==> config.mk <==
export PLATFORM = sky130hd
export DESIGN_NAME = fifo_drain_seq
export DESIGN_NICKNAME = d
export VERILOG_FILES = /design/src/rtl/fifo_drain_pkg.sv /design/src/rtl/fifo_drain_beat_shifter.sv /design/src/rtl/fifo_drain_seq.sv
export SDC_FILE = /design/constraint.sdc
export NUM_CORES = 1
export LEC_CHECK = 0
export BUFFER_PORTS_ARGS = -buffer_cell sky130_fd_sc_hd__buf_2
export CAP_MARGIN = 20
export CORE_ASPECT_RATIO = 1.1
export CORE_MARGIN = 5
export CORE_UTILIZATION = 24
export DETAILED_ROUTE_END_ITERATION = 10
export PLACE_DENSITY = 0.49
export SLEW_MARGIN = 20
export SYNTH_ARGS = -nofsm -noshare
export SYNTH_HDL_FRONTEND = slang
export SYNTH_HIERARCHICAL = 1
export SYNTH_SLANG_ARGS = --single-unit
==> constraint.sdc <==
create_clock -name clk -period 1.95 [get_ports clk]
set_input_delay 0.39 -clock clk [delete_from_list [all_inputs] [get_ports clk]]
set_output_delay 0.39 -clock clk [all_outputs]
set_load 0.1 [all_outputs]
==> src/rtl/fifo_drain_pkg.sv <==
// fifo_drain_pkg
//   Shared definitions for the FIFO drain sequencer: the FSM state encoding
//   (also exported on the debug 'state' port) and helpers that derive the
//   beat count and the beat-counter width from the word and beat widths.
package fifo_drain_pkg;

  typedef enum logic [2:0] {
    IDLE     = 3'd0,
    FETCH    = 3'd1,
    SEND     = 3'd2,
    WAIT_FIN = 3'd3,
    GAP      = 3'd4,
    DONE     = 3'd5
  } state_t;

  // Beats per FIFO word. DATA_W is expected to be an integer multiple of OUT_W.
  function automatic int unsigned beats_of(input int unsigned data_w,
                                           input int unsigned out_w);
    return (out_w == 0) ? 1 : (data_w / out_w);
  endfunction

  // Width of a counter indexing 0..n-1, never narrower than one bit.
  function automatic int unsigned cnt_w_of(input int unsigned n);
    return (n > 1) ? $clog2(n) : 1;
  endfunction

endpackage

==> src/rtl/fifo_drain_beat_shifter.sv <==
// fifo_drain_beat_shifter
//   Holds the word popped from the FIFO and presents it one OUT_W beat at a
//   time, most significant beat first.
// Ports:
//   clk, rst_n  clock, asynchronous active-low reset
//   load        capture din and restart the beat index
//   shift       advance to the next beat
//   din         FIFO word (DATA_W)
//   beat        current beat, top OUT_W bits of the held word
//   last_beat   high while the current beat is the final one of the word
module fifo_drain_beat_shifter
  import fifo_drain_pkg::*;
#(
  parameter int unsigned DATA_W = 8,
  parameter int unsigned OUT_W  = 8
) (
  input  logic              clk,
  input  logic              rst_n,
  input  logic              load,
  input  logic              shift,
  input  logic [DATA_W-1:0] din,
  output logic [OUT_W-1:0]  beat,
  output logic              last_beat
);

  localparam int unsigned BEATS = beats_of(DATA_W, OUT_W);
  localparam int unsigned CNT_W = cnt_w_of(BEATS);

  logic [DATA_W-1:0] shift_q;
  logic [DATA_W-1:0] shift_nxt;
  logic [CNT_W-1:0]  beat_cnt;

  // With a single beat per word there is nothing to shift in from below.
  if (BEATS > 1) begin : g_multi
    assign shift_nxt = {shift_q[DATA_W-OUT_W-1:0], {OUT_W{1'b0}}};
  end else begin : g_single
    assign shift_nxt = '0;
  end

  always_ff @(posedge clk or negedge rst_n) begin
    if (!rst_n) begin
      shift_q  <= '0;
      beat_cnt <= '0;
    end else if (load) begin
      shift_q  <= din;
      beat_cnt <= '0;
    end else if (shift) begin
      shift_q  <= shift_nxt;
      beat_cnt <= beat_cnt + CNT_W'(1);
    end
  end

  assign beat      = shift_q[DATA_W-1 -: OUT_W];
  assign last_beat = (beat_cnt == CNT_W'(BEATS - 1));

endmodule

==> src/rtl/fifo_drain_seq.sv <==
// fifo_drain_seq
//   Drains a show-ahead FIFO into a beat-wide sender. Each popped word is
//   split into DATA_W/OUT_W beats (MSB first); every beat uses an
//   out_start/out_finish level handshake. Bursts are either burst_len words
//   or, with burst_len = 0, run until enable drops. Dropping enable never
//   truncates a word: the burst stops at the next word boundary.
//   Optional sender watchdog: define FIFO_DRAIN_TIMEOUT_EN. Without it the
//   sequencer waits for out_finish forever and err stays 0.
// Ports:
//   clk, rst_n        clock, asynchronous active-low reset
//   enable            level request to run a burst
//   burst_len         words per burst, 0 = stream while enable is high
//   fifo_busy         FIFO cannot be popped this cycle
//   fifo_empty        FIFO has no word
//   fifo_data         FIFO head word
//   fifo_re           one-cycle pop pulse
//   out_data          current beat to the sender
//   out_start         beat request, held until out_finish
//   out_finish        sender completed the beat
//   busy              burst in progress
//   done              burst completed, held until enable drops
//   word_count        words fully sent in the current burst (saturating)
//   err               sticky watchdog error
//   state             FSM state for debug
//
// state    | meaning
// ---------+------------------------------------------------------------
// IDLE     | waiting for enable; burst parameters latched on entry to run
// FETCH    | waiting for a poppable FIFO word; abort if enable drops
// SEND     | pop pulse active; present the next beat to the sender
// WAIT_FIN | out_start held until out_finish (or watchdog expiry)
// GAP      | out_start low one cycle; next beat or word-boundary decision
// DONE     | burst finished; hold done until enable drops
module fifo_drain_seq
  import fifo_drain_pkg::*;
#(
  parameter int unsigned DATA_W      = 8,
  parameter int unsigned OUT_W       = 8,
  parameter int unsigned LEN_W       = 8,
  parameter int unsigned TIMEOUT_CYC = 1024
) (
  input  logic              clk,
  input  logic              rst_n,
  input  logic              enable,
  input  logic [LEN_W-1:0]  burst_len,
  input  logic              fifo_busy,
  input  logic              fifo_empty,
  input  logic [DATA_W-1:0] fifo_data,
  output logic              fifo_re,
  output logic [OUT_W-1:0]  out_data,
  output logic              out_start,
  input  logic              out_finish,
  output logic              busy,
  output logic              done,
  output logic [LEN_W-1:0]  word_count,
  output logic              err,
  output logic [2:0]        state
);

  state_t           st;
  logic [LEN_W-1:0] len_q;
  logic             pop_ok;
  logic             sh_shift;
  logic [OUT_W-1:0] beat;
  logic             last_beat;
  logic             tmr_expired;
  logic [LEN_W-1:0] wc_inc;
  logic [LEN_W:0]   wc_plus1;

  assign state    = st;
  assign pop_ok   = (st == FETCH) && enable && !fifo_busy && !fifo_empty;
  assign sh_shift = (st == GAP) && !last_beat;

  // One extra bit so the burst-length compare stays exact at the top of range.
  assign wc_plus1 = {1'b0, word_count} + (LEN_W+1)'(1);
  assign wc_inc   = (word_count == '1) ? word_count : wc_plus1[LEN_W-1:0];

  fifo_drain_beat_shifter #(
    .DATA_W (DATA_W),
    .OUT_W  (OUT_W)
  ) u_shift (
    .clk       (clk),
    .rst_n     (rst_n),
    .load      (pop_ok),
    .shift     (sh_shift),
    .din       (fifo_data),
    .beat      (beat),
    .last_beat (last_beat)
  );

`ifdef FIFO_DRAIN_TIMEOUT_EN
  localparam int unsigned TMR_W = (TIMEOUT_CYC > 1) ? $clog2(TIMEOUT_CYC) : 1;

  // Down-counter loaded as out_start rises; expiry on its terminal count
  // leaves out_start high for exactly TIMEOUT_CYC cycles.
  logic [TMR_W-1:0] tmr_q;

  always_ff @(posedge clk or negedge rst_n) begin
    if (!rst_n) begin
      tmr_q <= '0;
    end else if (st == SEND) begin
      tmr_q <= TMR_W'(TIMEOUT_CYC - 1);
    end else if ((st == WAIT_FIN) && (tmr_q != '0)) begin
      tmr_q <= tmr_q - TMR_W'(1);
    end
  end

  assign tmr_expired = (st == WAIT_FIN) && !out_finish && (tmr_q == '0);
`else
  // No watchdog: WAIT_FIN waits indefinitely and err can never be set.
  logic unused_timeout_cyc;
  assign unused_timeout_cyc = |TIMEOUT_CYC;
  assign tmr_expired        = 1'b0;
`endif

  always_ff @(posedge clk or negedge rst_n) begin
    if (!rst_n) begin
      st         <= IDLE;
      len_q      <= '0;
      fifo_re    <= 1'b0;
      out_data   <= '0;
      out_start  <= 1'b0;
      busy       <= 1'b0;
      done       <= 1'b0;
      word_count <= '0;
      err        <= 1'b0;
    end else begin
      fifo_re <= 1'b0;
      case (st)
        IDLE: begin
          if (enable) begin
            len_q      <= burst_len;
            word_count <= '0;
            err        <= 1'b0;
            busy       <= 1'b1;
            st         <= FETCH;
          end
        end
        FETCH: begin
          if (!enable) begin
            busy <= 1'b0;
            st   <= IDLE;
          end else if (pop_ok) begin
            fifo_re <= 1'b1;
            st      <= SEND;
          end
        end
        SEND: begin
          out_data  <= beat;
          out_start <= 1'b1;
          st        <= WAIT_FIN;
        end
        WAIT_FIN: begin
          if (out_finish) begin
            out_start <= 1'b0;
            st        <= GAP;
          end else if (tmr_expired) begin
            out_start <= 1'b0;
            err       <= 1'b1;
            busy      <= 1'b0;
            done      <= 1'b1;
            st        <= DONE;
          end
        end
        GAP: begin
          if (!last_beat) begin
            st <= SEND;
          end else begin
            word_count <= wc_inc;
            if ((len_q != '0) && (wc_plus1 == {1'b0, len_q})) begin
              busy <= 1'b0;
              done <= 1'b1;
              st   <= DONE;
            end else if (!enable) begin
              busy <= 1'b0;
              st   <= IDLE;
            end else begin
              st <= FETCH;
            end
          end
        end
        DONE: begin
          if (!enable) begin
            done <= 1'b0;
            st   <= IDLE;
          end
        end
        default: begin
          out_start <= 1'b0;
          busy      <= 1'b0;
          done      <= 1'b0;
          st        <= IDLE;
        end
      endcase
    end
  end

endmodule

[Yosys cells after proc, flatten, opt, wreduce, memory -nomap -nowiden]
Cells that the tools add are included.
Widths: inputs -> output; s select.
Storage, ports and cells
  register bits after elaboration: 40
  output and inout bits: 24
Operators by class
  add/sub/neg operators: 2
  equality and inequality tests: 14
  muxes and demuxes: 31
  bitwise logic cells: 3
  reductions and logical operators: 20
Operators by type and width (number)
  $mux 8: 5
  $mux 3: 7
  $pmux 3 s6: 1
  $pmux 8 s2: 1
  $mux 1: 14
  $reduce_and 4->1: 3
  $ne 2x2->1 const B: 5
  $add 8x1->9 const B: 1
  $eq 9x8->1: 1
  $eq 8x8->1 const B: 1
  $reduce_bool 8->1: 1
  $reduce_or 4->1: 2
  $eq 3x2->1 const B: 2
  $eq 3x3->1 const B: 2
  $pmux 1 s3: 2
  $logic_and 1x1->1: 5
  $pmux 1 s4: 1
  $reduce_and 2->1: 2
  $reduce_bool 2->1: 2
  $eq 3x1->1 const B: 1
  $logic_not 3->1: 1
  $ne 3x3->1 const B: 1
  $not 1->1: 3
  $reduce_and 3->1: 1
  other kinds (4): 5

[Depth between registers and ports, before layout]
  depth in word-level cells: 7
  mapped depth: 7
  depth with buffers taken out: 6

[Modules after synthesis]
Netlist, hierarchy kept.
Modules (own cells, without submodules)
  fifo_drain_seq: instances 1, cells an instance 178, area each 1799.2 um^2, seq. area each 775.7 um^2
  fifo_drain_beat_shifter: instances 1, cells an instance 22, area each 337.8 um^2, seq. area each 225.2 um^2

[Worst setup path before layout]
OpenSTA, ideal clock, no wires.
  path type: register to register
  start: register word_count[0]
  end: register busy
  setup time: 124 ps
  arrival: 2427 ps
  required time: 1826 ps
  path slack: -601 ps
  stages on the path, launching flop included: 8
  period minus slack after synthesis: 2551 ps
  cell sequence: dfrtp_1 > ha_1 > buf_2 > nand3_1 > xnor2_1 > a311oi_1 > nand4_2 > a211o_1
Between the ends
  word-level cells in the longest chain between the ends: 6
Ends and longest elaborated chain
  start: declaration: line fifo_drain_seq.sv:55  | output logic [LEN_W-1:0] word_count,
  start signal: assignment: line fifo_drain_seq.sv:169  | word_count <= wc_inc;
  $add 8x1->9: line fifo_drain_seq.sv:75  | assign wc_plus1 = {1'b0, word_count} + (LEN_W+1)'(1);
  $eq 9x8->1: line fifo_drain_seq.sv:170  | if ((len_q != '0) && (wc_plus1 == {1'b0, len_q})) begin
  $logic_and 1x1->1: line fifo_drain_seq.sv:170
  $mux 1: line fifo_drain_seq.sv:170
  $mux 1: line fifo_drain_seq.sv:166  | if (!last_beat) begin
  $pmux 1 s4: line fifo_drain_seq.sv:129  | case (st)
  end signal: assignment: line fifo_drain_seq.sv:135  | busy <= 1'b1;
  end signal: assignment: line fifo_drain_seq.sv:171  | busy <= 1'b0;
  end signal: assignment: line fifo_drain_seq.sv:175  | busy <= 1'b0;
  end: declaration: line fifo_drain_seq.sv:53  | output logic busy,
Every way passes these cells. The select of a mux whose other input is x is not followed.
A chain may end at the register's enable or synchronous reset.

[Final worst setup path]
Same ends and word-level chain as after synthesis.

==> impl_metrics.ini <==
[logic_synthesis]
yosys_most_used_dff = dfrtp_1
syn_inst = 200
synth-simple-area-share_pct = 15.9
synth_cell_types = 56
netlist.area_leader.share_pct = 46.8
synth_seq_cells = 40
synth_xor_area_share_pct = 4.10
ys_warn_count = 6
synth.area.mux_share_pct = 8.90
yosysTopAreaCell = dfrtp_1
synthAdderAreaFrac_pct = 0.585
yosys-top-cells-count = dfrtp_1 (40), mux2_2 (16), nor2_1 (15)
synth_compound_area_share_pct = 19.3
seq_area_frac_synth_pct = 46.8
synth.avg_cell_area_sq_um = 10.7
netlist_top_cells_area = dfrtp_1 (47%), mux2_2 (8.4%), o21ai_0 (3.3%), xnor2_1 (2.9%), nor2_1 (2.6%)
ys_async_sr_fraction_pct = 100
synth_top_family_by_area = compound AO/OA/AOI/OAI gates
yosysMostFrequentCell = dfrtp_1
synth-edff-count = 0
synth_fp_nets = 223
syn_area_sq_mm = 0.00214

[placed_design]
gp_congestion = 0.837
dp_cells = 362
post-place-ws_ps = 66.2
dp_hpwl_um = 4100
portBuffers = 44

[clock_network]
cts-buffers-inserted = 5
root_buffer = clkbuf_8
path_clk_slew_ps = 90
cts_sinks = 40
clock_path_buffers = 2
clkLatencyLatePin_ps = 290
htree_num_levels = 2
cts_tree = built

[route]
drtPass1Iterations = 4
vias_per_cell = 4.69
vias = 1736
routed_wl_um = 5380
drt-initial-drc-count = 124
drt_drc_violations_left = 0
ant_nets = 0
wire_per_inst_um = 14.5

[critical_path]
r2r_cells = 6
required_ps = 2140
critPathTopFamily = compound AO/OA/AOI/OAI gates
endpoint = busy$_DFFE_PN0P_
endpoint_kind = flop
worst-path-buf-inv = 0
critPathMaxStageDelay_ps = 530
crit_chain = ha_4 > xnor2_2 > o211ai_1 > a2111oi_4 > nand4_2 > a211o_1
r2r_end = busy$_DFFE_PN0P_
crit_cells = 6
r2r_slack_ps = 50
worst_path_max_delay_cell = dfrtp_4
start_kind = flop
r2r-start = word_count[0]$_DFFE_PN0P_
crit_fanout = 7
worstSetupStartpoint = word_count[0]$_DFFE_PN0P_
critPathArrivalTime_ps = 2080
critPathKind = flop to flop

[final_layout]
antenna_cells = 0
nets = 278
stdcell_count = 370
drive_above_1_share_pct = 46.1
syn_to_final_growth_pct = 27.5
final_util_pct = 31.0

[floorplanning]
rows = 36
die_h_um = 109
ioPinCount = 46
initial_utilization_pct = 24.3
chipWidth_um = 100
die-area_sq_mm = 0.0109
core_sq_mm = 0.00878

[grt]
track_usage_pct = 10.6
grt_max_degree = 28
grt_first_pass_wirelength_um = 9200
grt_pass1_vias = 1800
grt-ovfl-total = 0
antenna_found_initial = 0

[sta]
period_needed_ps = 1900
setup_ws_ps = 53.7
max_freq_ghz = 0.527
worst_pin_slew_ps = 627
timing.final.crit_share_pct = 97.2
setup_tns_ps = 0
slew_violations = 0
clock_skew_ps = 6.17
rsz0062_at_grt = true
hold_violations = 0
holdWs_ps = 101
slew_headroom_pct = 58.2
finalSetupViolCount = 0

[run_status]
status = completed

[power]
peakVddDrop_mv = 1.03
powerDensity_mw_per_mm2 = 1510
p_leak_nw = 1.19

[run]
maxCapViolations = 0

[min_path]
worstHoldPathType = primary input to async pin
-- final cells by class --
class / count / area (sq um)
Tap cell: 114 / 143
Fill cell: 916 / 6060
Multi-Input combinational cell: 143 / 1100
Clock inverter: 3 / 21.3
Clock buffer: 5 / 68.8
Inverter: 6 / 22.5
Timing Repair Buffer: 59 / 333
Sequential cell: 40 / 1030
-- routing by layer --
layer,share of wire (%),up-vias,GRT usage [%]
met5,0,-,0
met4,0.65,0,2.31
met3,5.1,4,2.82
met2,48,41,17.4
met1,47,844,13.9
li1,-,847,-
-- worst reg2reg max path: stages, from the launching register on --
cell and delay [ps]:
dfrtp_4 530, ha_4 300, xnor2_2 100, o211ai_1 140, a2111oi_4 260, nand4_2 180
a211o_1 290
-- where the power goes --
part           switching, mW  internal [mW]
Combinational           1.44          0.678
Clock                  0.317          0.254
Sequential             0.306           1.13
-- repair_timing --
| action | CTS | global route |
|---|---|---|
| endpoints found under the hold margin | 0 | 0 |
| setup buffers | 0 | 0 |
| hold buffers | 0 | 0 |
| endpoints found under the setup margin | 0 | 1 |
| gates resized for setup | 0 | 2 |
-- placed cells by master, fill, tap and decap left out, types with 2 or more instances in the layout --
cell / netlist / final
or2_2: 2 / 2
o41ai_1: 3 / 3
inv_1: 6 / 6
dfrtp_4: 0 / 7
mux2_2: 16 / 16
dfrtp_2: 0 / 4
a22o_2: 3 / 3
nand4_1: 3 / 3
nor3_1: 4 / 4
o311a_1: 2 / 2
o21ai_0: 14 / 11
nor2_1: 15 / 15
xnor2_1: 7 / 5
nand2_1: 12 / 10
dfrtp_1: 40 / 29
a21oi_1: 2 / 2
xor2_1: 3 / 3
o21ai_1: 3 / 6
nor2b_1: 3 / 3
a22o_1: 6 / 6
clkbuf_8: 0 / 5
or4_1: 2 / 2
o211ai_1: 2 / 2
buf_4: 2 / 15
nand2_2: 0 / 2
a211o_1: 2 / 2
nand3_1: 6 / 6
xnor2_2: 0 / 2
buf_2: 3 / 44
nand2b_1: 3 / 3
-- stage by stage --
step / power (mW) / area [sq um]
2_1_floorplan: 3.10 / 2220
3_3_place_gp: 3.57 / 2620
3_5_place_dp: 3.57 / 2620
4_1_cts: 4.15 / 2710
5_1_grt: 4.39 / 2730
6_report: 4.13 / 2730
-- cells by family (layout without fill, tap and decap cells) --
family | count (synthesis) | count (layout)
xor+xnor | 10 | 10
fa+ha+maj | 1 | 1
compound gates | 53 | 53
other cells | 1 | 1
simple gates | 61 | 61
buf+inv | 17 | 73
flops | 40 | 40
mux | 17 | 17
-- flip-flops by register name, summed over array words and instances (netlist names) --
register / count
busy: 1
len_q: 8
done: 1
out_start: 1
state: 3
u_shift/beat: 8
word_count: 8
out_data: 8
u_shift/beat_cnt: 1
fifo_re: 1
-- how the worst min path moves through the flow --
| stage | startpoint | end | slack (ps) |
|---|---|---|---|
| 5_1_grt | rst_n | out_data[4]$_DFFE_PN0P_ | 150 |
| 3_5_place_dp | rst_n | out_data[4]$_DFFE_PN0P_ | 460 |
| 3_3_place_gp | rst_n | out_data[4]$_DFFE_PN0P_ | 450 |
| 6_report | rst_n | out_data[4]$_DFFE_PN0P_ | 100 |
| 2_1_floorplan | rst_n | busy$_DFFE_PN0P_ | 90 |
| 4_1_cts | rst_n | out_data[4]$_DFFE_PN0P_ | 130 |
Power figures use the tool's default switching activity.
